File: src/rtl/demux16_pkg.sv
// Shared constants and types for the demux16_stream block: default widths,
// channel select encodings and the per-channel slot state.
package demux16_pkg;

  localparam int WIDTH_DEFAULT = 16;
  localparam int CNT_W_DEFAULT = 16;

  localparam logic SEL_A = 1'b0;
  localparam logic SEL_B = 1'b1;

  typedef enum logic {
    SLOT_EMPTY = 1'b0,
    SLOT_FULL  = 1'b1
  } slot_state_e;

endpackage : demux16_pkg

File: src/rtl/demux16_if.sv
// Handshake bundle for demux16_stream: one producer input and two consumer
// channels, each with its transfer counter.
interface demux16_if
  import demux16_pkg::*;
#(
  parameter int WIDTH = WIDTH_DEFAULT,
  parameter int CNT_W = CNT_W_DEFAULT
);

  logic [WIDTH-1:0] in_data;
  logic             in_sel;
  logic             in_valid;
  logic             in_ready;

  logic [WIDTH-1:0] a_data;
  logic             a_valid;
  logic             a_ready;
  logic [WIDTH-1:0] b_data;
  logic             b_valid;
  logic             b_ready;

  logic [CNT_W-1:0] a_count;
  logic [CNT_W-1:0] b_count;

  // Producer and consumers drive this side.
  modport master (
    output in_data, in_sel, in_valid, a_ready, b_ready,
    input  in_ready, a_data, a_valid, b_data, b_valid, a_count, b_count
  );

  // The demultiplexer itself.
  modport slave (
    input  in_data, in_sel, in_valid, a_ready, b_ready,
    output in_ready, a_data, a_valid, b_data, b_valid, a_count, b_count
  );

endinterface : demux16_if

File: src/rtl/demux16_slot.sv
// One-entry output register with valid/ready on both sides and a wrapping
// count of words handed to the consumer.
module demux16_slot
  import demux16_pkg::*;
#(
  parameter int WIDTH = WIDTH_DEFAULT,
  parameter int CNT_W = CNT_W_DEFAULT
) (
  input  logic             clk,
  input  logic             rst_n,
  input  logic [WIDTH-1:0] i_data,
  input  logic             i_valid,
  output logic             o_ready,
  output logic [WIDTH-1:0] o_data,
  output logic             o_valid,
  input  logic             i_ready,
  output logic [CNT_W-1:0] o_count
);

  slot_state_e      r_state;
  slot_state_e      w_state_next;
  logic [WIDTH-1:0] r_data;
  logic [CNT_W-1:0] r_count;
  logic             w_in_xfer;
  logic             w_out_xfer;

  // Accept while empty, or while the held word leaves on this same edge.
  assign w_out_xfer = (r_state == SLOT_FULL) && i_ready;
  assign o_ready    = (r_state == SLOT_EMPTY) || i_ready;
  assign w_in_xfer  = i_valid && o_ready;

  always_ff @(posedge clk or negedge rst_n) begin
    // NOTE: state is updated with <= so every register samples pre-edge values.
    if (!rst_n) r_state <= SLOT_EMPTY;
    else        r_state <= w_state_next;
  end

  always_comb begin
    // NOTE: the hold value is assigned first so no path leaves it unassigned (no latch).
    w_state_next = r_state;
    case (r_state)
      SLOT_EMPTY: if (w_in_xfer) w_state_next = SLOT_FULL;
      SLOT_FULL:  if (w_out_xfer && !w_in_xfer) w_state_next = SLOT_EMPTY;
      default:    w_state_next = SLOT_EMPTY;
    endcase
  end

  always_ff @(posedge clk or negedge rst_n) begin
    // NOTE: the data register is reset too, so a_data/b_data read 0 out of reset.
    if (!rst_n) begin
      r_data  <= '0;
      r_count <= '0;
    end else begin
      if (w_in_xfer)  r_data  <= i_data;
      if (w_out_xfer) r_count <= r_count + CNT_W'(1);
    end
  end

  assign o_data  = r_data;
  assign o_valid = (r_state == SLOT_FULL);
  assign o_count = r_count;

endmodule : demux16_slot

File: src/rtl/demux16_stream.sv
// Registered 1-to-2 demultiplexer: steers each accepted word to channel A or B
// by in_sel; each channel buffers one word in its own slot.
module demux16_stream
  import demux16_pkg::*;
#(
  parameter int WIDTH = WIDTH_DEFAULT,
  parameter int CNT_W = CNT_W_DEFAULT
) (
  input logic        clk,
  input logic        rst_n,
  demux16_if.slave   bus
);

  logic w_sel_a;
  logic w_a_in_valid;
  logic w_b_in_valid;
  logic w_a_in_ready;
  logic w_b_in_ready;

  assign w_sel_a      = (bus.in_sel == SEL_A);
  assign w_a_in_valid = bus.in_valid && w_sel_a;
  assign w_b_in_valid = bus.in_valid && !w_sel_a;

  // Only the selected channel's readiness is visible to the producer.
  assign bus.in_ready = w_sel_a ? w_a_in_ready : w_b_in_ready;

  demux16_slot #(.WIDTH(WIDTH), .CNT_W(CNT_W)) u_slot_a (
    .clk     (clk),
    .rst_n   (rst_n),
    .i_data  (bus.in_data),
    .i_valid (w_a_in_valid),
    .o_ready (w_a_in_ready),
    .o_data  (bus.a_data),
    .o_valid (bus.a_valid),
    .i_ready (bus.a_ready),
    .o_count (bus.a_count)
  );

  demux16_slot #(.WIDTH(WIDTH), .CNT_W(CNT_W)) u_slot_b (
    .clk     (clk),
    .rst_n   (rst_n),
    .i_data  (bus.in_data),
    .i_valid (w_b_in_valid),
    .o_ready (w_b_in_ready),
    .o_data  (bus.b_data),
    .o_valid (bus.b_valid),
    .i_ready (bus.b_ready),
    .o_count (bus.b_count)
  );

endmodule : demux16_stream

File: src/flat_wrapper.sv
// flat-port wrapper written by rule: the top's interface ports become plain ports
module demux16_stream_flat import demux16_pkg::*;
#(
  parameter int WIDTH = WIDTH_DEFAULT,
  parameter int CNT_W = CNT_W_DEFAULT
)
  (clk, rst_n, bus_in_data, bus_in_sel, bus_in_valid, bus_a_ready, bus_b_ready, bus_in_ready, bus_a_data, bus_a_valid, bus_b_data, bus_b_valid, bus_a_count, bus_b_count);
  demux16_if #(.WIDTH(WIDTH), .CNT_W(CNT_W)) bus_i ();
  input logic clk;
  input logic rst_n;
  input wire logic [$bits(bus_i.in_data)-1:0] bus_in_data;
  input wire logic [$bits(bus_i.in_sel)-1:0] bus_in_sel;
  input wire logic [$bits(bus_i.in_valid)-1:0] bus_in_valid;
  input wire logic [$bits(bus_i.a_ready)-1:0] bus_a_ready;
  input wire logic [$bits(bus_i.b_ready)-1:0] bus_b_ready;
  output wire logic [$bits(bus_i.in_ready)-1:0] bus_in_ready;
  output wire logic [$bits(bus_i.a_data)-1:0] bus_a_data;
  output wire logic [$bits(bus_i.a_valid)-1:0] bus_a_valid;
  output wire logic [$bits(bus_i.b_data)-1:0] bus_b_data;
  output wire logic [$bits(bus_i.b_valid)-1:0] bus_b_valid;
  output wire logic [$bits(bus_i.a_count)-1:0] bus_a_count;
  output wire logic [$bits(bus_i.b_count)-1:0] bus_b_count;
  assign bus_i.in_data = bus_in_data;
  assign bus_i.in_sel = bus_in_sel;
  assign bus_i.in_valid = bus_in_valid;
  assign bus_i.a_ready = bus_a_ready;
  assign bus_i.b_ready = bus_b_ready;
  assign bus_in_ready = bus_i.in_ready;
  assign bus_a_data = bus_i.a_data;
  assign bus_a_valid = bus_i.a_valid;
  assign bus_b_data = bus_i.b_data;
  assign bus_b_valid = bus_i.b_valid;
  assign bus_a_count = bus_i.a_count;
  assign bus_b_count = bus_i.b_count;
  demux16_stream #(.WIDTH(WIDTH), .CNT_W(CNT_W)) u_core (.clk(clk), .rst_n(rst_n), .bus(bus_i));
endmodule
File: config.mk
export PLATFORM = sky130hd
export DESIGN_NAME = demux16_stream_flat
export DESIGN_NICKNAME = d
export VERILOG_FILES = /design/src/rtl/demux16_pkg.sv /design/src/rtl/demux16_if.sv /design/src/rtl/demux16_slot.sv /design/src/rtl/demux16_stream.sv /design/src/flat_wrapper.sv
export SDC_FILE = /design/constraint.sdc
export NUM_CORES = 1
export LEC_CHECK = 0
export BUFFER_PORTS_ARGS = -buffer_cell sky130_fd_sc_hd__buf_4
export CAP_MARGIN = 20
export CORE_ASPECT_RATIO = 1.2
export CORE_MARGIN = 2
export CORE_UTILIZATION = 40
export DETAILED_ROUTE_END_ITERATION = 10
export PLACE_DENSITY = 0.64
export SKIP_LAST_GASP = 1
export SYNTH_ARGS = -nofsm -noshare
export SYNTH_HDL_FRONTEND = slang
export SYNTH_SLANG_ARGS = --single-unit
File: constraint.sdc
create_clock -name clk -period 1.9 [get_ports clk]
set_input_delay 0.095 -clock clk [delete_from_list [all_inputs] [get_ports clk]]
set_output_delay 0.095 -clock clk [all_outputs]
set_load 0.01 [all_outputs]
======== Word level (Yosys, flattened, before mapping) ========
Index checks and enable logic that the tools add are counted.
storage, ports and cells
  word-level logic and storage cells ...... 30
  register bits after elaboration ......... 66
operators by class
  add/sub/neg operators ................... 2
  reductions and logical operators ........ 12
  muxes and demuxes ....................... 7
  bitwise logic cells ..................... 3
operators by type and width
  cell                     count
  $add A16 B1 Y16 const B  2
  $logic_and A1 B1 Y1      8
  $mux W1                  5
  $pmux W1 S2              2
  $not A1 Y1               3
  $logic_not A1 Y1         2
  $logic_or A1 B1 Y1       2

======== Logic depth before layout (Yosys ltp) ========
  word-level depth ........................ 7
  depth in mapped cells ................... 5
  depth with buffers taken out ............ 5

======== Cells and area by module ========
Synthesis repeated with hierarchy kept, for this count alone.
second synthesis, totals
  cell total of the unflattened synthesis .. 195
  area total of the unflattened synthesis .. 2808.9 µm²
modules (own cells, without submodules)
  module          seq. area each (µm²)  area each (µm²)  cells an instance  times used
  demux16_slot    825.8                 1388.8           96                 2
  demux16_stream  0.0                   31.3             3                  1

======== Worst setup path before layout ========
Ideal clock, no wire load.
  path type ............................... flip-flop to flip-flop
  start ................................... register u_core.u_slot_b.r_state (netlist: u_core.u_slot_b.o_valid)
  end ..................................... register u_core.u_slot_b.r_data[6] (netlist: u_core.u_slot_b.o_data[6])
  setup slack ............................. 482 ps
  cell stages (with the launch flop) ...... 6
  arrival time ............................ 1291 ps
  required time ........................... 1772 ps
  setup time .............................. 128 ps
  cell sequence ........................... dfrtp_1 -> nand2b_1 -> nor2b_1 -> buf_6 -> buf_6 -> mux2_1
on the way
  word-level cells in the longest chain between the ends .. 3
ends and longest elaborated chain
  what                    RTL line            RTL
  from (decl)             demux16_slot.sv:20  slot_state_e r_state;
  from (signal assigned)  demux16_slot.sv:35  else r_state <= w_state_next;
  $not A1 Y1              demux16_slot.sv:29  assign o_ready = (r_state == SLOT_EMPTY) || i_ready;
  $logic_or A1 B1 Y1      demux16_slot.sv:29
  $logic_and A1 B1 Y1     demux16_slot.sv:30  assign w_in_xfer = i_valid && o_ready;
  to (signal assigned)    demux16_slot.sv:54  if (w_in_xfer) r_data <= i_data;
  to (decl)               demux16_slot.sv:22  logic [WIDTH-1:0] r_data;
Every way passes these cells.
A chain may end at the register's enable or synchronous reset.

======== Worst setup path in the final report ========
  start ................................... register u_core.u_slot_b.r_state (netlist: u_core.u_slot_b.o_valid)
  end ..................................... register u_core.u_slot_b.r_data[15] (netlist: u_core.u_slot_b.o_data[15])
Same word-level chain as after synthesis.

==> out/results.ini <==
[outcome]
run_status = finished, final reports clean

[global_route]
grt_pass1_vias = 1933
grt_max_degree = 67
busiest_layer = met2
antenna_found_initial = 0
track_usage_pct = 15.65
use_met1_pct = 18.87
use_met3_pct = 4.493
grt-ovfl-total = 0
grt_pass1_wl_microns = 9004
met2_usage_pct = 25.56

[logic_synthesis]
synth_cell_type_count = 24
synth_area_sq_mm = 0.002748
post-synth-top-count-cell = dfrtp_1
yosys.area.top_type_share_pct = 60.11
synth.avg_cell_area_sq_um = 14.46
ys.flop_type = dfrtp_1
yosys-top-cells-area = dfrtp_1 (60%), mux2_1 (7.0%), xnor2_1 (6.7%)
synth_fp_nets = 214
yosysSeqAreaShare_pct = 60.11
synth_common_cells = dfrtp_1 (66), xnor2_1 (21), mux2_1 (17)
postSynthRegisterBits = 66
synth-edff-count = 0
yosys_warnings = 0
yosysTopAreaCell = dfrtp_1
ys_async_sr_fraction_pct = 100.0
syn_inst = 190

[cells_and_area]
drive_above_1_share_pct = 41.56
fin_util_pct = 57.19
multiInputGateArea_sq_mm = 0.001061
seq_area_sq_mm = 0.001652
syn2layout_area_growth_pct = 40.07
antenna_cells = 0
final_nets = 328
fillers = 605

[power]
p_leak_nw = 1.895
irDropWorstVdd_mv = 0.5550
power.total_mw = 3.903
p_comb_share_pct = 23.6
clkPwrFrac_pct = 28.7
seqPwrFrac_pct = 47.8
power.net_switching_mw = 1.087
p_int_mw = 2.816
p_sw_share_pct = 27.85
p_per_area_mw_per_mm2 = 1014

[cts]
hold_buffers = 17
cts_tree = built
root_buffer = clkbuf_8
clock_path_buffers = 2
cts_made_buffers = 9
clk_latency_ns = 0.32
cts_resized = 0
post_cts_buffers = 0
h-tree-depth = 3
cts_sinks = 66
clk_pin_slew_ns = 0.06

[sta]
rsz0062_at_grt = false
hold_viol_final = 0
tns_ns = 0
holdWs_ns = 0.03720
tightestPinTransition_ns = 0.8349
slew_headroom_pct = 44.34
period_minus_slack_ns = 1.450
finalSetupViolations = 0
max_freq_ghz = 0.6895
setup_slack_ns = 0.4497
skew_ns = 0.005468
slew_violations = 0
post-route-period-util_pct = 76.33

[critical_path]
crit_path_start_kind = flip-flop
crit_type = flip-flop to flip-flop
cp-end-kind = flip-flop
critPathRequiredTime_ns = 2.11
crit_fanout = 16
worst_ep_arrival_time_ns = 1.66

[floorplanning]
die_w_microns = 79.66
rows = 33
start_util_pct = 40.83
core_area_sq_mm = 0.006730
die_area_sq_mm = 0.007551
io_pins = 89
die_h_microns = 94.79

[route]
route.vias.total = 1866
post-route-drc-count = 0
first_pass_iters = 4
wl_per_cell_microns = 13.85
vias_per_cell = 4.724
drt_wl_total_microns = 5469
drt_iter0_markers = 44
ant_nets = 0

[place]
dp_hpwl_microns = 3783
dp_slack_ns = 0.4411
io_buffer_count = 88
place.gp.congestion = 0.7602

[run]
maxCapViolCount = 0

[worst_hold_path]
hold_class = primary input to flip-flop

## final cells by class
type,count,area share [%]
sequential,66,42.91
multi-input combinational,120,27.57
timing repair buffer,106,21.78
clock buffer,12,3.771
tap,87,2.828
clock inverter,3,1.040
inverter,1,0.09753
## routing by layer
| metal | part of all wire (%) | up-vias | wire, microns |
|---|---|---|---|
| li1 | - | 888 | - |
| met1 | 43 | 910 | 2355 |
| met2 | 48 | 61 | 2628 |
| met3 | 7.3 | 7 | 397 |
| met4 | 1.6 | 0 | 87 |
| met5 | 0 | - | 0 |
## cell families (layout without fill, tap and decap cells)
group	Yosys count	in the layout	synth area share, %
flip-flops	66	66	60.11
AND/OR/NAND/NOR	53	53	12.48
multiplexers	35	35	15.57
XOR/XNOR	30	30	9.563
buffers and inverters	4	122	1.366
adder cells (fa/ha/maj)	2	2	0.9106
## worst max-delay path, stage by stage (launching register included)
cell and delay (ns):
dfrtp_1 0.42, nand2b_1 0.13, nor2b_2 0.14, buf_4 0.27
mux2_2 0.37
## final timing paths
kind / slack, ns / cells past startpoint / end / start
max: 0.45 / 4 / u_core.u_slot_b.o_data[15]$_DFFE_PN0P_ / u_core.u_slot_b.o_valid$_DFF_PN0_
min: 0.04 / 3 / u_core.u_slot_b.o_valid$_DFF_PN0_ / bus_in_sel
max reg2reg: 0.45 / 4 / u_core.u_slot_b.o_data[15]$_DFFE_PN0P_ / u_core.u_slot_b.o_valid$_DFF_PN0_
min reg2reg: 0.48 / 1 / u_core.u_slot_a.o_count[15]$_DFFE_PN0P_ / u_core.u_slot_a.o_count[15]$_DFFE_PN0P_
max in group asynchronous: 0.94 / 2 / u_core.u_slot_a.o_count[5]$_DFFE_PN0P_ / rst_n
min in group asynchronous: 0.41 / 2 / u_core.u_slot_a.o_count[4]$_DFFE_PN0P_ / rst_n
## metrics by stage
stage,cells,cell area [sq um]
2_1_floorplan,190,2748
3_3_place_gp,363,3493
3_5_place_dp,363,3493
4_1_cts,395,3849
5_1_grt,395,3849
6_report,395,3849
## layout by cell type (no fill, tap or decap), types with 9 or more instances in the layout
master and count:
dfrtp_1 66, xor2_1 9, clkbuf_8 10, mux2_1 17, nand2_1 15, dlygate4sd3_1 17, mux2_4 9, buf_4 89
mux2_2 9, xnor2_1 21, nand3_1 9
## power by group through the flow
| stage | logic (mW) | registers (mW) | clock network (mW) |
|---|---|---|---|
| 2_1_floorplan | 0.311 | 1.97 | 0 |
| 3_3_place_gp | 0.903 | 1.88 | 0 |
| 3_5_place_dp | 0.911 | 1.89 | 0 |
| 4_1_cts | 0.938 | 1.87 | 1.16 |
| 5_1_grt | 1.01 | 1.90 | 1.22 |
| 6_report | 0.920 | 1.86 | 1.12 |
## flip-flops by register name, indices dropped and copies added, names as in the netlist
signal / count
u_core.u_slot_b.o_valid: 1
u_core.u_slot_b.o_data: 16
u_core.u_slot_a.o_valid: 1
u_core.u_slot_b.o_count: 16
u_core.u_slot_a.o_count: 16
u_core.u_slot_a.o_data: 16
Power figures use the tool's default switching activity.
